$ cat src/rtl/power_eval_pkg.sv
`default_nettype none
// ============================================================================
// Module      : power_eval_pkg
// Description : Shared constants and helpers for the power_slice_eval block.
//               Holds the default lane/counter widths and the rule used to
//               size the saturating toggle-counter adder.
// Revision    : 1.0 - initial release
// ============================================================================
package power_eval_pkg;

  localparam int c_def_width = 8;
  localparam int c_def_cnt_w = 16;

  // The toggle adder is one bit wider than the wider of its two operands.
  // The extra bit is the overflow indication used for saturation.
  function automatic int sat_sum_w(input int cnt_w, input int pc_w);
    return ((cnt_w > pc_w) ? cnt_w : pc_w) + 1;
  endfunction

endpackage
`default_nettype wire

$ cat src/rtl/power_popcount.sv
`default_nettype none
// ============================================================================
// Module      : power_popcount
// Description : Purely combinational population count of a WIDTH-bit vector.
// Ports       : i_vec   - input vector, WIDTH bits
//               o_count - number of set bits in i_vec, $clog2(WIDTH+1) bits
// Revision    : 1.0 - initial release
// ============================================================================
module power_popcount #(
  parameter int WIDTH = 8
) (
  input  logic [WIDTH-1:0]           i_vec,
  output logic [$clog2(WIDTH+1)-1:0] o_count
);

  localparam int c_pc_w = $clog2(WIDTH + 1);

  logic [c_pc_w-1:0] w_count;

  always_comb begin
    w_count = '0;
    for (int i = 0; i < WIDTH; i++) begin
      w_count = w_count + c_pc_w'(i_vec[i]);
    end
  end

  assign o_count = w_count;

endmodule
`default_nettype wire

$ cat src/rtl/power_slice_eval.sv
`default_nettype none
// ============================================================================
// Module      : power_slice_eval
// Description : Two-stage valid/ready pipeline evaluating, per bit lane,
//               y = (a&c) ^ (b & (a ^ (c&d))). Each output handshake adds the
//               Hamming distance between the delivered y and the previously
//               delivered y into a saturating toggle counter.
// Ports       : clk, rst            - clock, async active-high reset
//               in_valid/in_ready   - input handshake
//               a, b, c, d          - per-lane operands (WIDTH)
//               out_valid/out_ready - output handshake
//               y                   - per-lane result (WIDTH)
//               clr_cnt             - synchronous clear of tog_cnt/tog_sat
//               tog_cnt             - accumulated output toggles (CNT_W)
//               tog_sat             - sticky counter-saturated flag
// Revision    : 1.0 - initial release
// ============================================================================
module power_slice_eval
  import power_eval_pkg::*;
#(
  parameter int WIDTH = c_def_width,
  parameter int CNT_W = c_def_cnt_w
) (
  input  logic             clk,
  input  logic             rst,
  input  logic             in_valid,
  output logic             in_ready,
  input  logic [WIDTH-1:0] a,
  input  logic [WIDTH-1:0] b,
  input  logic [WIDTH-1:0] c,
  input  logic [WIDTH-1:0] d,
  output logic             out_valid,
  input  logic             out_ready,
  output logic [WIDTH-1:0] y,
  input  logic             clr_cnt,
  output logic [CNT_W-1:0] tog_cnt,
  output logic             tog_sat
);

  localparam int c_pc_w  = $clog2(WIDTH + 1);
  localparam int c_sum_w = sat_sum_w(CNT_W, c_pc_w);
  localparam logic [CNT_W-1:0] c_cnt_max = {CNT_W{1'b1}};

  // Pipeline state
  logic             r_s1_valid;
  logic [WIDTH-1:0] r_p;
  logic [WIDTH-1:0] r_q;
  logic             r_s2_valid;
  logic [WIDTH-1:0] r_y;
  logic [WIDTH-1:0] r_y_prev;

  // Toggle accounting state
  logic [CNT_W-1:0] r_tog_cnt;
  logic             r_tog_sat;

  // Flow control
  logic w_hs;
  logic w_s2_load;
  logic w_s1_xfer;
  logic w_s1_load;

  // Toggle arithmetic
  logic [c_pc_w-1:0]  w_pc;
  logic [c_sum_w-1:0] w_base;
  logic [c_sum_w-1:0] w_sum;
  logic               w_ovf;
  logic [CNT_W-1:0]   w_cnt_next;
  logic               w_sat_next;

  assign w_hs      = r_s2_valid & out_ready;
  assign w_s2_load = ~r_s2_valid | w_hs;
  assign w_s1_xfer = r_s1_valid & w_s2_load;
  assign w_s1_load = ~r_s1_valid | w_s1_xfer;

  // ---------------------------------------------------------------------------
  // Stage 1: partial products
  // ---------------------------------------------------------------------------
  always_ff @(posedge clk or posedge rst) begin
    if (rst) begin
      r_s1_valid <= 1'b0;
      r_p        <= '0;
      r_q        <= '0;
    end else if (w_s1_load) begin
      r_s1_valid <= in_valid;
      if (in_valid) begin
        r_p <= a & c;
        r_q <= b & (a ^ (c & d));
      end
    end
  end

  // ---------------------------------------------------------------------------
  // Stage 2: result register, held while stalled
  // ---------------------------------------------------------------------------
  always_ff @(posedge clk or posedge rst) begin
    if (rst) begin
      r_s2_valid <= 1'b0;
      r_y        <= '0;
    end else if (w_s2_load) begin
      r_s2_valid <= r_s1_valid;
      if (r_s1_valid) begin
        r_y <= r_p ^ r_q;
      end
    end
  end

  // ---------------------------------------------------------------------------
  // Toggle counter
  // ---------------------------------------------------------------------------
  power_popcount #(
    .WIDTH (WIDTH)
  ) u_popcount (
    .i_vec   (r_y ^ r_y_prev),
    .o_count (w_pc)
  );

  // A clear coincident with a handshake restarts the count from this
  // handshake's popcount, so the base is forced to zero rather than ignoring
  // the handshake.
  always_comb begin
    w_base     = clr_cnt ? '0 : {{(c_sum_w - CNT_W){1'b0}}, r_tog_cnt};
    w_sum      = w_base + {{(c_sum_w - c_pc_w){1'b0}}, w_pc};
    w_ovf      = |w_sum[c_sum_w-1:CNT_W];
    w_cnt_next = w_ovf ? c_cnt_max : w_sum[CNT_W-1:0];
    w_sat_next = (clr_cnt ? 1'b0 : r_tog_sat) | w_ovf;
  end

  always_ff @(posedge clk or posedge rst) begin
    if (rst) begin
      r_y_prev  <= '0;
      r_tog_cnt <= '0;
      r_tog_sat <= 1'b0;
    end else if (w_hs) begin
      r_y_prev  <= r_y;
      r_tog_cnt <= w_cnt_next;
      r_tog_sat <= w_sat_next;
    end else if (clr_cnt) begin
      r_tog_cnt <= '0;
      r_tog_sat <= 1'b0;
    end
  end

  assign in_ready  = w_s1_load;
  assign out_valid = r_s2_valid;
  assign y         = r_y;
  assign tog_cnt   = r_tog_cnt;
  assign tog_sat   = r_tog_sat;

endmodule
`default_nettype wire

$ cat config.mk
export PLATFORM = sky130hd
export DESIGN_NAME = power_slice_eval
export DESIGN_NICKNAME = d
export VERILOG_FILES = /design/src/rtl/power_eval_pkg.sv /design/src/rtl/power_popcount.sv /design/src/rtl/power_slice_eval.sv
export SDC_FILE = /design/constraint.sdc
export NUM_CORES = 1
export LEC_CHECK = 0
export CAP_MARGIN = 10
export CORE_UTILIZATION = 36
export DETAILED_ROUTE_END_ITERATION = 10
export SYNTH_ARGS = -nofsm -noshare
export SYNTH_HDL_FRONTEND = slang
export SYNTH_SLANG_ARGS = --single-unit
$ cat constraint.sdc
create_clock -name clk -period 7.1 [get_ports clk]
set_clock_uncertainty 0.1 [all_clocks]
set_input_delay 0.71 -clock clk [delete_from_list [all_inputs] [get_ports clk]]
set_output_delay 0.71 -clock clk [all_outputs]
set_load 0.01 [all_outputs]
==> out/metrics.csv <==
stage;metric;value;unit
critical_path;FF-to-FF path depth;14;
sta;Slew Viols, Final;0;
critical_path;CP Class;reg2reg;
pwr;leakage power;1.527;nW
route;Via-to-Cell Ratio;4.684;
layout;share of layout cells above drive strength 1;9.036;%
global_routing;first-pass GRT wire length;8.901;mm
critical_path;CP Data Arrival Time;4.86;ns
global_routing;largest net degree at the start of global routing;52;
clock_network;cts bufs inserted;5;
floorplan;die area;7975;um2
synthesis;top-count cell post-synth;nand2_1;
worst_hold_path;Hold Path Cell Cnt;1;
synthesis;Most used DFF post-synth;dfrtp_1;
global_routing;initial antenna violation count;0;
clock_network;clk sinks;51;
layout;number of nets in the layout;380;
synthesis;Post-Synthesis Cells;268;
global_routing;total grt overflow;0;
synthesis;Post-synth EDFFs;0;
route;met2 wire length;2.570;mm
place;buffers added on ports;63;
route;drt wl/cell;11.89;um
route;vias;2019;
pwr;total power;0.001239;W
synthesis;Ys Warns;0;
clock_network;H-tree depth;2;
place;hpwl dp;3.724;mm
synthesis;Net Count, Synth;317;
route;Post-DRT Antenna Nets;0;
floorplan;I/O pin count;64;
route;Detail Route met3 WL;282;um
sta;Peak Freq;0.2085;GHz
critical_path;CP startpoint kind;flip-flop;
sta;Slew HR;42.95;%
place;Area after DPL;3465;um2
clock_network;CTS resizes;0;
layout;# diodes;0;
pwr;Pwr Density;347.9;nW/um2
sta;unrepaired setup endpoints after global routing;false;
sta;Tmin final;4.796;ns
synthesis;Cell variety after synth;41;
route;DR DRC count;0;
synthesis;Synth Register Bits;51;
layout;Synth-to-Final Area Change;29.73;%
critical_path;FF-to-FF setup slack;2.30;ns
synthesis;share of the synthesized area in the top cell type;46.51;%
synthesis;asr flop ratio synth;100.0;%
sta;Worst Setup Slack, final;2.304;ns
clock_network;clock buffer depth;2;
layout;design area;3560;um2
route;Iteration-0 DRC Markers;92;
route;WL met1;2.254;mm
critical_path;Req. time, crit path;7.16;ns
sta;Hold Fails Final Rpt;0;
clock_network;CTS Hold Bufs;0;
sta;worst-margin pin slew;0.8537;ns
synthesis;post-synthesis sequential area ratio;46.51;%
synthesis;leading area contributor after synthesis;dfrtp_1;
run;maxcap violations;0;
route;highest metal used;met4;
place;routability cong.;0.7839;
clock_network;Post-CTS Setup Inserts;0;
global_routing;vias in the first global route;2011;
clock_network;Clk Latency, worst-skew pair;0.30;ns
floorplan;area of the core;7292;um2
pwr;worst vdd ir;0.2019;mV
critical_path;worst-path fanout max;11;
floorplan;FP Rows;31;
place;Placement Setup Slack;2.256;ns
clock_network;Clock transition at path regs;0.10;ns
sta;setup violators final;0;
floorplan;die height;89.31;um
synthesis;Synth area leaders;dfrtp_1 47%, xnor2_1 9.3%, nand2_1 8.1%, o21ai_0 5.1%, fa_1 3.6%;
synthesis;Synth top cells by count;59 x nand2_1, 51 x dfrtp_1, 29 x xnor2_1, 28 x o21ai_0, 8 x mux2_2;
synthesis;syn_area_per_cell;10.24;um2
sta;setup TNS;0;ns
floorplan;die width;89.31;um
clock_network;clock root buffer;clkbuf_8;
worst_hold_path;Worst Hold Class;reg2reg;
clock_network;CTS tree;yes;
status;status;finished clean;
floorplan;Starting Density;37.63;%
critical_path;Critical Path End Type;flip-flop;
sta;final worst path period share;67.54;%
synthesis;Cell Area, Synth;2744;um2
route;Post-Route WL;5.125;mm
route;DR pass1 iterations;3;
global_routing;total track usage;14.35;%
power by group:
group	leakage, nW	internal, W	switching, W
Combinational	0.812	0.000332	0.000348
Sequential	0.667	0.000341	0.0000385
Clock	0.0491	0.0000728	0.000106
Total	1.53	0.000746	0.000492
metal layers:
| layer | vias up | global-route usage (%) |
|---|---|---|
| met4 | 0 | 3.030 |
| met2 | 49 | 25.95 |
| li1 | 1028 | - |
| met5 | - | 0 |
| met3 | 2 | 3.693 |
| met1 | 940 | 17.21 |
critical path: stages, from the launching register on:
cell and delay, ns:
dfrtp_1 0.42, xor2_1 0.17, ha_1 0.31, fa_1 0.54, inv_1 0.06, fa_1 0.50, fa_1 0.44, inv_1 0.10
fa_1 0.46, fa_1 0.48, a21o_1 0.20, a21oi_2 0.34, nor2_1 0.07, nand2_1 0.30, o211ai_1 0.16
state kept, by name, indices dropped and copies added, names as in the netlist:
register	count
r_s1_valid	1
r_p	8
out_valid	1
y	8
r_q	8
r_y_prev	8
tog_cnt	16
tog_sat	1
final cells by class:
class	count	area, um2
Multi-Input combinational cell	203	1404
Timing Repair Buffer	64	638.1
Tap cell	99	123.9
Clock buffer	5	68.82
Clock inverter	3	26.28
Fill cell	737	3732
Inverter	6	22.52
Sequential cell	51	1276
through the flow:
stage	util, %	hold WS, ns	cells
3_5_place_dp	47.51	0.3862	423
5_1_grt	48.82	0.4291	431
6_report	48.82	0.4049	431
3_3_place_gp	47.51	0.3736	423
2_1_floorplan	-	0.3572	268
4_1_cts	48.82	0.4173	431
final timing paths:
| check | startpoint | endpoint |
|---|---|---|
| worst max-delay path | y[0] | tog_cnt[3] |
| worst min-delay path | r_s1_valid | out_valid |
| worst max register to register | y[0] | tog_cnt[3] |
| worst min register to register | r_s1_valid | out_valid |
| max in group asynchronous | rst | r_p[4] |
| min in group asynchronous | rst | tog_cnt[4] |
placed cells by master (no fill, tap or decap), types with 2 or more instances in the layout:
master / n
a21oi_1: 7
a21o_1: 3
inv_6: 2
inv_1: 5
nor3_1: 6
o21ai_0: 28
clkdlybuf4s50_1: 63
nor4_1: 2
o211ai_1: 2
nor4b_2: 3
o21ai_1: 3
xor2_1: 6
and3_1: 2
xnor2_1: 29
and2b_1: 5
dfrtp_1: 51
nor2_1: 4
clkbuf_8: 5
nor2b_1: 3
fa_1: 5
ha_1: 7
mux2_2: 8
nand2_1: 59
nand2b_1: 5
cells by family after synthesis:
family | after synthesis | share of synthesized area (%)
adders and majority gates | 12 | 6.840
DFF | 51 | 46.51
muxes | 9 | 3.648
AOI/OAI and AO/OA | 47 | 9.667
and+or+nand+nor | 100 | 19.84
xor gates and xnor gates | 35 | 11.17
buffers and inverters | 14 | 2.325
(Power assumes the default switching activity.)
